--- src/rtl/bit_counter_pkg.sv ---
// Shared width helpers and the tag payload that travels alongside each word in the counter pipeline.
package bit_counter_pkg;

    localparam int unsigned TAG_ID_W = 8;

    function automatic int unsigned cnt_w(input int unsigned width);
        return 32'($clog2(width)) + 32'd1;
    endfunction

    function automatic int unsigned id_w(input int unsigned n);
        return 32'($clog2(n));
    endfunction

    typedef struct packed {
        logic                val;
        logic [TAG_ID_W-1:0] id;
    } tag_t;

endpackage

--- src/rtl/bit_counter_rr_arb.sv ---
// Round-robin arbiter: one-hot and binary grant, pointer moves past the last winner.
module bit_counter_rr_arb
    import bit_counter_pkg::*;
#(
    parameter int unsigned REQ_NUM = 4
) (
    input  logic                       clk_i,
    input  logic                       rst_ni,
    input  logic                       en_i,
    input  logic [REQ_NUM-1:0]         req_i,
    output logic [REQ_NUM-1:0]         gnt_oh_o,
    output logic [id_w(REQ_NUM)-1:0]   gnt_id_o
);

    localparam int unsigned ID_W = id_w(REQ_NUM);

    logic [ID_W-1:0] ptr_q, ptr_d;
    logic [ID_W-1:0] idx;
    logic            found;

    // Search from the pointer, wrapping modulo REQ_NUM; first hit wins.
    always_comb begin
        gnt_oh_o = '0;
        gnt_id_o = '0;
        found    = 1'b0;
        idx      = '0;
        for (int unsigned i = 0; i < REQ_NUM; i++) begin
            idx = ID_W'((32'(ptr_q) + i) % REQ_NUM);
            if (en_i && !found && req_i[idx]) begin
                found         = 1'b1;
                gnt_oh_o[idx] = 1'b1;
                gnt_id_o      = idx;
            end
        end
        ptr_d = ptr_q;
        if (found) begin
            ptr_d = (32'(gnt_id_o) == REQ_NUM - 1) ? '0 : gnt_id_o + ID_W'(1);
        end
    end

    always_ff @(posedge clk_i or negedge rst_ni) begin
        if (!rst_ni) begin
            ptr_q <= '0;
        end else begin
            ptr_q <= ptr_d;
        end
    end

endmodule

--- src/rtl/bit_counter_arbiter.sv ---
// Shares one fixed-latency popcount pipeline among REQ_NUM requesters; a tag pipe
// carries each requester ID alongside its word so results return to the sender.
module bit_counter_arbiter
    import bit_counter_pkg::*;
#(
    parameter int unsigned REQ_NUM = 4,
    parameter int unsigned WIDTH   = 16,
    parameter int unsigned LATENCY = 4
) (
    input  logic                           clk_i,
    input  logic                           rst_ni,
    input  logic [REQ_NUM-1:0]             req_val_i,
    input  logic [REQ_NUM-1:0][WIDTH-1:0]  req_data_i,
    output logic [REQ_NUM-1:0]             req_ready_o,
    output logic [WIDTH-1:0]               cnt_data_o,
    output logic                           cnt_data_val_o,
    input  logic [cnt_w(WIDTH)-1:0]        cnt_count_i,
    input  logic                           cnt_count_val_i,
    output logic [REQ_NUM-1:0]             resp_val_o,
    output logic [id_w(REQ_NUM)-1:0]       resp_id_o,
    output logic [cnt_w(WIDTH)-1:0]        resp_count_o,
    output logic                           busy_o,
    output logic                           err_o
);

    localparam int unsigned CNT_W = cnt_w(WIDTH);
    localparam int unsigned ID_W  = id_w(REQ_NUM);
    localparam int unsigned DR_W  = $clog2(LATENCY + 2);
    localparam logic [DR_W-1:0] DRAIN_INIT = DR_W'(LATENCY + 1);

    logic [DR_W-1:0]    drain_q, drain_d;
    logic               issue_val_q, issue_val_d;
    logic [ID_W-1:0]    issue_id_q, issue_id_d;
    logic [WIDTH-1:0]   data_q, data_d;
    tag_t               tag_q [LATENCY];
    tag_t               tag_d [LATENCY];
    logic [REQ_NUM-1:0] resp_val_q, resp_val_d;
    logic [ID_W-1:0]    resp_id_q, resp_id_d;
    logic [CNT_W-1:0]   resp_count_q, resp_count_d;
    logic               busy_q, busy_d;
    logic               err_q, err_d;

    logic               drain_done;
    logic [REQ_NUM-1:0] gnt_oh;
    logic [ID_W-1:0]    gnt_id;
    tag_t               tag_out;
    logic [ID_W-1:0]    tag_id;
    logic               hit;
    logic               mismatch;

    assign drain_done = (drain_q == '0);

    bit_counter_rr_arb #(
        .REQ_NUM (REQ_NUM)
    ) u_arb (
        .clk_i    (clk_i),
        .rst_ni   (rst_ni),
        .en_i     (drain_done),
        .req_i    (req_val_i),
        .gnt_oh_o (gnt_oh),
        .gnt_id_o (gnt_id)
    );

    assign tag_out  = tag_q[LATENCY-1];
    assign tag_id   = ID_W'(tag_out.id);
    // Counter results are untrusted until the drain window has flushed stale words.
    assign hit      = drain_done && cnt_count_val_i && tag_out.val;
    assign mismatch = drain_done && (cnt_count_val_i != tag_out.val);

    always_comb begin
        drain_d      = drain_q;
        issue_val_d  = |gnt_oh;
        issue_id_d   = issue_id_q;
        data_d       = data_q;
        resp_val_d   = '0;
        resp_id_d    = resp_id_q;
        resp_count_d = resp_count_q;
        err_d        = err_q | mismatch;

        if (!drain_done) begin
            drain_d = drain_q - DR_W'(1);
        end

        if (issue_val_d) begin
            issue_id_d = gnt_id;
            data_d     = req_data_i[gnt_id];
        end

        tag_d[0] = '{val: issue_val_q, id: TAG_ID_W'(issue_id_q)};
        for (int i = 1; i < int'(LATENCY); i++) begin
            tag_d[i] = tag_q[i-1];
        end

        if (hit) begin
            resp_val_d   = REQ_NUM'(1) << tag_id;
            resp_id_d    = tag_id;
            resp_count_d = cnt_count_i;
        end

        // Busy mirrors the next-cycle contents of the issue register and tag pipe.
        busy_d = issue_val_d | issue_val_q;
        for (int i = 0; i < int'(LATENCY) - 1; i++) begin
            busy_d = busy_d | tag_q[i].val;
        end
    end

    always_ff @(posedge clk_i or negedge rst_ni) begin
        if (!rst_ni) begin
            drain_q      <= DRAIN_INIT;
            issue_val_q  <= 1'b0;
            issue_id_q   <= '0;
            data_q       <= '0;
            resp_val_q   <= '0;
            resp_id_q    <= '0;
            resp_count_q <= '0;
            busy_q       <= 1'b0;
            err_q        <= 1'b0;
            for (int i = 0; i < int'(LATENCY); i++) begin
                tag_q[i] <= '0;
            end
        end else begin
            drain_q      <= drain_d;
            issue_val_q  <= issue_val_d;
            issue_id_q   <= issue_id_d;
            data_q       <= data_d;
            resp_val_q   <= resp_val_d;
            resp_id_q    <= resp_id_d;
            resp_count_q <= resp_count_d;
            busy_q       <= busy_d;
            err_q        <= err_d;
            for (int i = 0; i < int'(LATENCY); i++) begin
                tag_q[i] <= tag_d[i];
            end
        end
    end

    assign req_ready_o    = gnt_oh;
    assign cnt_data_o     = data_q;
    assign cnt_data_val_o = issue_val_q;
    assign resp_val_o     = resp_val_q;
    assign resp_id_o      = resp_id_q;
    assign resp_count_o   = resp_count_q;
    assign busy_o         = busy_q;
    assign err_o          = err_q;

endmodule

--- config.mk ---
export PLATFORM = sky130hd
export DESIGN_NAME = bit_counter_arbiter
export DESIGN_NICKNAME = d
export VERILOG_FILES = /design/src/rtl/bit_counter_pkg.sv /design/src/rtl/bit_counter_rr_arb.sv /design/src/rtl/bit_counter_arbiter.sv
export SDC_FILE = /design/constraint.sdc
export NUM_CORES = 1
export LEC_CHECK = 0
export CAP_MARGIN = 10
export CORE_MARGIN = 2
export CORE_UTILIZATION = 47
export DETAILED_ROUTE_END_ITERATION = 8
export PLACE_DENSITY = 0.87
export SKIP_LAST_GASP = 1
export SLEW_MARGIN = 15
export SYNTH_ARGS = -nofsm -noshare
export SYNTH_HDL_FRONTEND = slang
export SYNTH_SLANG_ARGS = --single-unit
export TNS_END_PERCENT = 10
--- constraint.sdc ---
create_clock -name clk_i -period 6.2 [get_ports clk_i]
set_clock_uncertainty 0.05 [all_clocks]
set_input_delay 1.55 -clock clk_i [delete_from_list [all_inputs] [get_ports clk_i]]
set_output_delay 1.55 -clock clk_i [all_outputs]
set_load 0.1 [all_outputs]
==> impl_metrics.toml <==
[setup_path]
crit_path_end_kind = "primary output"
crit_path_max_fanout = 10
crit_path_cell_trace = "clkdlybuf4s50_1 -> mux4_2 -> nor2b_1 -> a22oi_1 -> o21ai_0 -> buf_4"
worst_ep_required_time_ns = 4.60
crit_type = "in2out"
rr_worst_depth = 9
worstPathArrival_ns = 3.72
worstReg2RegStart = "u_arb.ptr_q[0]"
timing.critical_path.buf_inv = 2
critPathTopFamily = "buffers and inverters"
critical_path.reg2reg.endpoint = "cnt_data_o[9]"
cp_slowest_cell = "sky130_fd_sc_hd__mux4_2"
startpoint_type = "primary input"
cp_slowest_stage_delay_ns = 0.61
cp.depth = 6
timing.reg2reg.setup_slack_ns = 2.33

[cts]
tritoncts_clock_tree = "done"
cts_htree_levels = 2
numCtsBuffers = 5
cts.sink_count = 49
clk_pin_slew_ns = 0.09
postCtsSetupRepairBufs = 0
clock_latency_ns = 0.30
postCtsResizedCells = 0
ctsLongestPathBuffers = 2
cts.hold.buffers_added = 0
root_buffer = "sky130_fd_sc_hd__clkbuf_8"

[synthesis]
synth.top_cells.by_area = "sky130_fd_sc_hd__dfrtp_1, sky130_fd_sc_hd__mux2i_1, sky130_fd_sc_hd__mux2_2"
synth_async_sr_flop_share = 1.00
mappedNetlistNets = 311
ys_seq_elements = 49
synth.distinct_cells = 34
post_synth_instance_area_um2 = 2680
synth_seq_area_share = 0.458
yosysTopAreaCell = "sky130_fd_sc_hd__dfrtp_1"
yosysTopAreaCellShare = 0.438
most_instantiated_flip_flop_cell_in_the_synthesis_netlist = "sky130_fd_sc_hd__dfrtp_1"
synth_enable_flop_cells = 0
syn_area_per_cell_um2 = 11.9
synth_cells = 225
ys.warnings.count = 0

[worst_hold_path]
hold-path-cell-count = 0
holdCritPathClass = "reg2reg"
hp-start = "tag_d[1]"
timing.hold.worst_endpoint = "tag_id[1]"

[cells_and_area]
multiInputGateArea_um2 = 1360
area_growth_pct = 46.1
fillerInstances = 413
antenna_cells_inserted = 0
drive_above_1_share = 0.132
layout.cells.most_common = "sky130_fd_sc_hd__clkdlybuf4s50_1"
final_cell_mix = "sky130_fd_sc_hd__clkdlybuf4s50_1, sky130_fd_sc_hd__mux2i_1, sky130_fd_sc_hd__dfrtp_1, sky130_fd_sc_hd__nand2_1, sky130_fd_sc_hd__mux2_2"
layout.nets = 419
final-seq-area_um2 = 1230
final_core_utilization = 0.712

[floorplan]
die_height_um = 79.6
placeable_core_region_um2 = 5510
die_w_um = 79.6
placementRows = 27
design.die.area_um2 = 6330
ios = 110
initial_utilization = 0.487

[detailed_routing]
wirelength_um = 5970
first_pass_iters = 5
initialDrtViolationCount = 111
detail_route.drc_violations = 0
postRouteAntennaNets = 0
routed-via-count = 2125
vias_per_cell = 5.23
route.detailed.wl_per_inst_um = 14.7

[sta]
setup_violating_endpoint_count_in_the_final_report = 0
tightestPinTransition_ns = 1.02
max-slew-margin-rel = 0.318
finalCritPeriodShare = 0.859
max_freq_mhz = 188
timing_hold_violations_final = 0
post-route-min-period_ns = 5.32
slew_viol_final = 0
rsz0062_at_grt = "false"

[place]
port_buffers = 109
gp_congestion = 0.881
dp.final_hpwl_um = 4700

[global_route]
number_of_global_route_vias_before_repair = 2183
wire_length_of_the_first_global_routing_pass_um = 9760
globalRouteOverflowTotal = 0
gr-usage-all-layers = 0.197
grt_max_degree = 50
antenna_violations_before_repair = 0

[run_status]
status = "finished clean"

[run]
drv_cap = 0
synthesized netlist by cell type (all sizes together), types with 3 or more instances:
| library cell | n |
|---|---|
| mux2i | 51 |
| dfrtp | 47 |
| nand2 | 25 |
| mux2 | 19 |
| ha | 10 |
| buf | 9 |
| a22oi | 8 |
| inv | 7 |
| nor2 | 6 |
| a21oi | 5 |
| o21ai | 5 |
| and3 | 4 |
| mux4 | 4 |
| clkbuf | 3 |
| nor2b | 3 |
sequential cells by signal (all words and copies together), names as in the netlist, 3 cells and up:
register / count
tag_d: 9
resp_val_o: 4
drain_q: 3
resp_count_o: 5
cnt_data_o: 16
per-layer routing:
layer | global-route usage | part of all wire | vias to the layer above
li1 | - | - | 1010
met1 | 0.219 | 0.38 | 1010
met2 | 0.358 | 0.52 | 95
met3 | 0.0566 | 0.081 | 10
met4 | 0.0672 | 0.019 | 0
met5 | 0 | 0 | -
through the flow:
stage	instances	area [µm²]	setup slack (ns)	setup TNS, ns	hold WS, ns
2_1_floorplan	225	2680	-0.00567	-0.0103	0.281
3_3_place_gp	397	3800	1.01	0	0.283
3_5_place_dp	397	3800	0.905	0	0.288
4_1_cts	405	3900	0.908	0	0.301
5_1_grt	406	3920	0.764	0	0.311
6_report	406	3920	0.875	0	0.292
area by class of cell:
type                    count  share of cell area
repair buffers            113               0.285
inverters                   7             0.00670
well taps                  72              0.0230
clock buffers               5              0.0176
multi-input cells         157               0.347
flip-flops and latches     49               0.314
clock inverters             3             0.00639
kinds of logic (layout without fill, tap and decap cells):
logic type               count (synthesis)  count (layout)  share of synthesized area
multiplexers                            74              74                      0.304
buffers and inverters                   19             128                     0.0434
adder cells (fa/ha/maj)                 10              10                     0.0466
XOR/XNOR                                 4               4                     0.0131
flip-flops                              49              49                      0.458
AO/OA/AOI/OAI                           21              21                     0.0518
AND/OR/NAND/NOR                         48              48                     0.0835
worst max path at each step:
stage | start | to | slack (ns)
global route | req_val_i[2] | req_ready_o[1] | 0.76
CTS | req_val_i[2] | req_ready_o[3] | 0.91
floorplan | req_val_i[3] | req_ready_o[3] | -0.006
detailed placement | req_val_i[2] | req_ready_o[3] | 0.90
global placement | req_val_i[2] | req_ready_o[3] | 1.01
finish | req_val_i[2] | req_ready_o[1] | 0.88
Power is not shown: default switching activity piles up to over one toggle a cycle in this logic, so the estimate is an artifact.
